$ cat src/rtl/plugboard_store.sv
// Plugboard letter-mapping store: 26-entry table with valid bits, conflict
// detection, sweep-clear and a streaming dump port for host readback.
module plugboard_store #(
   parameter int N_LETTERS = 26,
   parameter int W         = 5
) (
   input  logic                 clk,
   input  logic                 reset,
   input  logic                 clear_req,
   input  logic                 dump_req,
   output logic                 busy,
   input  logic                 wr_en,
   input  logic [W-1:0]         wr_addr,
   input  logic [W-1:0]         wr_data,
   input  logic [W-1:0]         rd_addr,
   output logic [W-1:0]         rd_data,
   output logic [N_LETTERS-1:0] valid_vec,
   output logic [W-1:0]         num_mapped,
   output logic                 conflict,
   output logic [W-1:0]         conflict_addr,
   output logic                 addr_error,
   output logic                 dump_valid,
   output logic [W-1:0]         dump_addr,
   output logic [W-1:0]         dump_data,
   output logic                 dump_mapped,
   output logic                 dump_last
);

   typedef enum logic [1:0] {
      S_CLEAR = 2'd0,
      S_IDLE  = 2'd1,
      S_DUMP  = 2'd2
   } state_t;

   localparam logic [W-1:0] LAST    = W'(N_LETTERS - 1);
   localparam logic [W-1:0] NUM_MAX = W'(N_LETTERS);

   state_t                 state_q;
   logic [W-1:0]           idx_q;
   logic [W-1:0]           mem_q [0:N_LETTERS-1];
   logic [N_LETTERS-1:0]   valid_q, valid_d;
   logic [W-1:0]           num_q, num_d;
   logic                   conflict_q, conflict_d;
   logic [W-1:0]           conflict_addr_q, conflict_addr_d;
   logic                   addr_error_q, addr_error_d;
   logic                   dump_valid_q;
   logic [W-1:0]           dump_addr_q;
   logic [W-1:0]           dump_data_q;
   logic                   dump_mapped_q;
   logic                   dump_last_q;

   logic                   is_idle;
   logic                   wr_in_range;
   logic                   rd_in_range;
   logic                   clear_acc;
   logic                   wr_acc;
   logic                   wr_new;
   logic                   wr_diff;
   logic [W-1:0]           dump_next;
   logic                   mem_we;
   logic [W-1:0]           mem_waddr;
   logic [W-1:0]           mem_wdata;

   // Priority in IDLE: clear, then dump, then write.
   assign is_idle     = (state_q == S_IDLE);
   assign wr_in_range = (wr_addr < NUM_MAX);
   assign rd_in_range = (rd_addr < NUM_MAX);
   assign clear_acc   = is_idle && clear_req;
   assign wr_acc      = is_idle && !clear_req && !dump_req && wr_en;
   assign wr_new      = wr_acc && wr_in_range && !valid_q[wr_addr];
   assign wr_diff     = wr_acc && wr_in_range && valid_q[wr_addr]
                        && (mem_q[wr_addr] != wr_data);
   assign dump_next   = dump_addr_q + W'(1);

   assign busy          = (state_q != S_IDLE);
   assign rd_data       = rd_in_range ? mem_q[rd_addr] : '0;
   assign valid_vec     = valid_q;
   assign num_mapped    = num_q;
   assign conflict      = conflict_q;
   assign conflict_addr = conflict_addr_q;
   assign addr_error    = addr_error_q;
   assign dump_valid    = dump_valid_q;
   assign dump_addr     = dump_addr_q;
   assign dump_data     = dump_data_q;
   assign dump_mapped   = dump_mapped_q;
   assign dump_last     = dump_last_q;

   // Memory write port: the sweep writes zeros, a fresh mapping writes its letter.
   always_comb begin
      mem_we    = 1'b0;
      mem_waddr = idx_q;
      mem_wdata = '0;
      if (reset) begin
         mem_we = 1'b0;
      end else if (state_q == S_CLEAR) begin
         mem_we = 1'b1;
      end else if (wr_new) begin
         mem_we    = 1'b1;
         mem_waddr = wr_addr;
         mem_wdata = wr_data;
      end else begin
         mem_we = 1'b0;
      end
   end

   // Table storage.
   always_ff @(posedge clk) begin
      if (mem_we) begin
         mem_q[mem_waddr] <= mem_wdata;
      end
   end

   // Next-state for valid bits, count and sticky flags.
   always_comb begin
      valid_d         = valid_q;
      num_d           = num_q;
      conflict_d      = conflict_q;
      conflict_addr_d = conflict_addr_q;
      addr_error_d    = addr_error_q;
      if (clear_acc) begin
         valid_d         = '0;
         num_d           = '0;
         conflict_d      = 1'b0;
         conflict_addr_d = '0;
         addr_error_d    = 1'b0;
      end else if (wr_new) begin
         valid_d[wr_addr] = 1'b1;
         if (num_q != NUM_MAX) begin
            num_d = num_q + W'(1);
         end else begin
            num_d = num_q;
         end
      end else if (wr_diff) begin
         conflict_d = 1'b1;
         if (!conflict_q) begin
            conflict_addr_d = wr_addr;
         end else begin
            conflict_addr_d = conflict_addr_q;
         end
      end else if (wr_acc && !wr_in_range) begin
         addr_error_d = 1'b1;
      end else begin
         addr_error_d = addr_error_q;
      end
   end

   // Valid bits, count and sticky flags.
   always_ff @(posedge clk) begin
      if (reset) begin
         valid_q         <= '0;
         num_q           <= '0;
         conflict_q      <= 1'b0;
         conflict_addr_q <= '0;
         addr_error_q    <= 1'b0;
      end else begin
         valid_q         <= valid_d;
         num_q           <= num_d;
         conflict_q      <= conflict_d;
         conflict_addr_q <= conflict_addr_d;
         addr_error_q    <= addr_error_d;
      end
   end

   // Control FSM with registered dump beat outputs.
   always_ff @(posedge clk) begin
      if (reset) begin
         state_q       <= S_CLEAR;
         idx_q         <= '0;
         dump_valid_q  <= 1'b0;
         dump_addr_q   <= '0;
         dump_data_q   <= '0;
         dump_mapped_q <= 1'b0;
         dump_last_q   <= 1'b0;
      end else begin
         case (state_q)
            S_CLEAR: begin
               if (idx_q == LAST) begin
                  state_q <= S_IDLE;
                  idx_q   <= '0;
               end else begin
                  idx_q <= idx_q + W'(1);
               end
            end
            S_IDLE: begin
               if (clear_req) begin
                  state_q <= S_CLEAR;
                  idx_q   <= '0;
               end else if (dump_req) begin
                  state_q       <= S_DUMP;
                  dump_valid_q  <= 1'b1;
                  dump_addr_q   <= '0;
                  dump_data_q   <= mem_q[0];
                  dump_mapped_q <= valid_q[0];
                  dump_last_q   <= (LAST == '0);
               end else begin
                  state_q <= S_IDLE;
               end
            end
            S_DUMP: begin
               if (dump_addr_q == LAST) begin
                  state_q      <= S_IDLE;
                  dump_valid_q <= 1'b0;
                  dump_last_q  <= 1'b0;
               end else begin
                  dump_addr_q   <= dump_next;
                  dump_data_q   <= mem_q[dump_next];
                  dump_mapped_q <= valid_q[dump_next];
                  dump_last_q   <= (dump_next == LAST);
               end
            end
            default: begin
               state_q      <= S_CLEAR;
               idx_q        <= '0;
               dump_valid_q <= 1'b0;
            end
         endcase
      end
   end

endmodule

$ cat config.mk
export PLATFORM = sky130hd
export DESIGN_NAME = plugboard_store
export DESIGN_NICKNAME = d
export VERILOG_FILES = /design/src/rtl/plugboard_store.sv
export SDC_FILE = /design/constraint.sdc
export NUM_CORES = 1
export LEC_CHECK = 0
export ABC_AREA = 1
export CAP_MARGIN = 20
export CORE_MARGIN = 2
export CORE_UTILIZATION = 45
export DETAILED_ROUTE_END_ITERATION = 7
export GPL_TIMING_DRIVEN = 1
export PLACE_DENSITY = 0.74
export SLEW_MARGIN = 0
export SYNTH_ARGS = -nofsm -noshare
export SYNTH_HDL_FRONTEND = slang
export SYNTH_SLANG_ARGS = --single-unit
$ cat constraint.sdc
create_clock -name clk -period 3.4 [get_ports clk]
set_clock_uncertainty 0.15 [all_clocks]
set_input_delay 0.68 -clock clk [delete_from_list [all_inputs] [get_ports clk]]
set_output_delay 0.68 -clock clk [all_outputs]
set_load 0.005 [all_outputs]
==> out/results.ini <==
[timing]
rsz0062_at_grt = no
period_share_pct = 98.1
clock.fmax_mhz = 300
setup_viol = 0
finalHoldViolCount = 0
timing.final.crit_period_ps = 3340
max_slew.worst_pin.slew_ps = 726
slew_violations = 0
slew_headroom_pct = 51.3

[layout]
n_antenna_cell = 0
syn_to_final_growth_pct = 22.9
fin_util_pct = 56.3
final_cell_area_mm2 = 0.0137
final_cells = 1944
multi_input_area_mm2 = 0.00510
register_area_mm2 = 0.00507
drive_gt1_share_pct = 14.4
nFillCells = 2242
fin_nets = 1634

[setup_path]
reg2regPathDepth = 9
crit_type = in2out
r2r_slack_ps = 430
startpoint = rd_addr[0]
worstPathMaxFanout = 49
start_kind = input port
rr_endpoint = dump_data[2]
critical_path_arrival_ps = 2510
cp-end-kind = output pin
timing.rr.start = dump_addr[0]
required_ps = 2570

[pwr]
powerDensity_mw_per_mm2 = 358
vdd_drop_max_mv = 0.275
p_leak_nw = 5.43

[clocking]
cts_tree = done
clkTransAtPathRegs_ps = 80
cts-htree-levels = 4
cts_buffers = 17
cts_sinks = 188
clockRootBuffer = clkbuf_16
clockBufferDepth = 2
clock_latency_ps = 460

[yosys]
synth_top_cell_area_share_pct = 35.2
synthesis.nets = 1485
synth_top_area_cell = edfxtp_1
synth_area_leaders = edfxtp_1 35%, nand2_1 12%, dfxtp_1 10%
seq_area_frac_synth_pct = 45.6
synth-seq-cells = 188
synth_flop_cell = edfxtp_1
yosysWarningCount = 0
avgSynthCellArea_um2 = 7.62
async_flop_share_pct = 0
synth_edf_count = 130
synthCells = 1458
synth.distinct_cells = 46
netlist_area_mm2 = 0.0111

[worst_hold_path]
hold-path-endpoint = dump_valid
hold_depth = 2
hold_path.class = reg2reg
min-delay-start = dump_valid

[route]
ant_nets = 0
drtPass1Iterations = 7
drc = 0
wl_mm = 40.7
drt-initial-drc-count = 1522
dr_total_vias = 11300
detail_route.wl_per_cell_um = 20.9
viasPerCell = 5.83

[place]
dp_cells = 1909
place_area_mm2 = 0.0130
port_buffers = 76
hpwl_mm = 29.2
gp_congestion = 0.997

[floorplanning]
ioPinCount = 77
die_w_um = 161
design.die.area_mm2 = 0.0259
start_util_pct = 45.8
std_cell_rows = 57
fp.dieH_um = 161
coreArea_mm2 = 0.0242

[flow_run]
cap_violations = 0

[global_routing]
antenna_found_initial = 0
grt_pass1_wl_mm = 61.9
grt.overflow.total = 0
grt_max_degree = 58
track_usage_pct = 31.5
grt_pass1_vias = 10700

[outcome]
status = complete, no violations

registers in the layout, indices dropped and copies added (netlist names):
register and cells:
state_q 2, dump_mapped 1, conflict_addr 5, dump_valid 1, num_mapped 5, dump_addr 5
conflict 1, addr_error 1, dump_last 1, valid_vec 26, dump_data 5, idx_q 5
mem_q 130
logic make-up (layout without fill, tap and decap cells):
| kind of cell | count (synthesis) | after routing | share of synthesized area [%] |
|---|---|---|---|
| compound gates | 399 | 399 | 20.1 |
| simple gates | 621 | 621 | 24.3 |
| flops | 188 | 188 | 45.6 |
| buf+inv | 237 | 399 | 8.75 |
| fa+ha+maj | 7 | 7 | 0.789 |
| xor+xnor | 6 | 6 | 0.473 |
final cells by class:
cell class | count | share of cell area, %
flip-flops and latches | 188 | 37.1
clock inverters | 14 | 0.953
inverters | 153 | 4.26
clock buffers | 18 | 3.14
repair buffers | 214 | 14.2
well taps | 324 | 2.97
multi-input cells | 1033 | 37.4
per-layer routing:
layer,global-route usage (%),vias to the layer above,share of wire [%]
met2,49.3,738,44
met1,42.5,5218,41
li1,-,5247,-
met5,0,-,0
met3,5.65,139,10
met4,14.8,0,4.8
layout by cell type (no fill, tap or decap), types with 5 or more instances in the layout:
master and n:
inv_1 140, buf_12 12, a21oi_1 136, nor2_2 5, nor2_1 115, o211ai_1 37, nand2_2 7, ha_1 6
nand3_2 8, a31oi_1 6, edfxtp_1 130, inv_2 7, o21ai_2 9, clkbuf_16 17, nand2_1 350, nand4_1 7
o2111ai_1 8, o21ai_1 12, clkdlybuf4s50_1 71, buf_4 124, o22ai_1 13, o21ai_0 161, nand3_1 111, dfxtp_1 57
worst max-delay path: stages:
cell and delay, ps:
buf_2 120, inv_2 90, buf_12 230, nor2_1 60
o21ai_0 370, a21oi_1 160, o21ai_2 140, buf_4 120
clkdlybuf4s50_1 500
how the worst max path moves through the flow:
stage                  end  slack [ps]  depth (start not counted)
3_3_place_gp    rd_data[0]        -300                          9
4_1_cts         rd_data[2]           4                         10
6_report        rd_data[2]          60                          9
3_5_place_dp    rd_data[0]        -270                         10
5_1_grt         rd_data[2]           8                         11
2_1_floorplan  mem_q[0][0]         420                         13
Yosys cell counts, types with 12 or more instances:
cell type / instances
nand2_1: 350
dfxtp_1: 58
o211ai_1: 37
inv_1: 143
nand3_1: 111
clkbuf_1: 52
buf_2: 12
nor2_1: 117
a21oi_1: 138
o22ai_1: 13
edfxtp_1: 130
o21ai_0: 168
power breakdown:
group | switching (W) | internal [W] | leakage, nW | total (W)
Clock | 0.00100 | 0.000966 | 0.268 | 0.00197
Sequential | 0.0000133 | 0.00243 | 1.92 | 0.00244
Combinational | 0.000302 | 0.000177 | 3.24 | 0.000478
Total | 0.00132 | 0.00357 | 5.43 | 0.00489
through the flow:
step | setup TNS [ps] | power (W) | hold slack [ps] | worst slack, ps
after floorplan | 0 | 0.00273 | 311 | 420
after global placement | -18900 | 0.00294 | 310 | -305
after detailed placement | -24080 | 0.00294 | 318 | -273
after CTS | 0 | 0.00487 | 333 | 4.13
after global routing | 0 | 0.00501 | 353 | 7.78
final | 0 | 0.00489 | 329 | 64.8
timing repair:
| action | in CTS | in global routing |
|---|---|---|
| pin swaps | 2 | 2 |
| hold buffers | 0 | 0 |
| resized for setup | 11 | 14 |
| endpoints found under the setup margin | 5 | 5 |
| buffers inserted | 2 | 1 |
No activity file was read; power rests on OpenSTA's default activity.
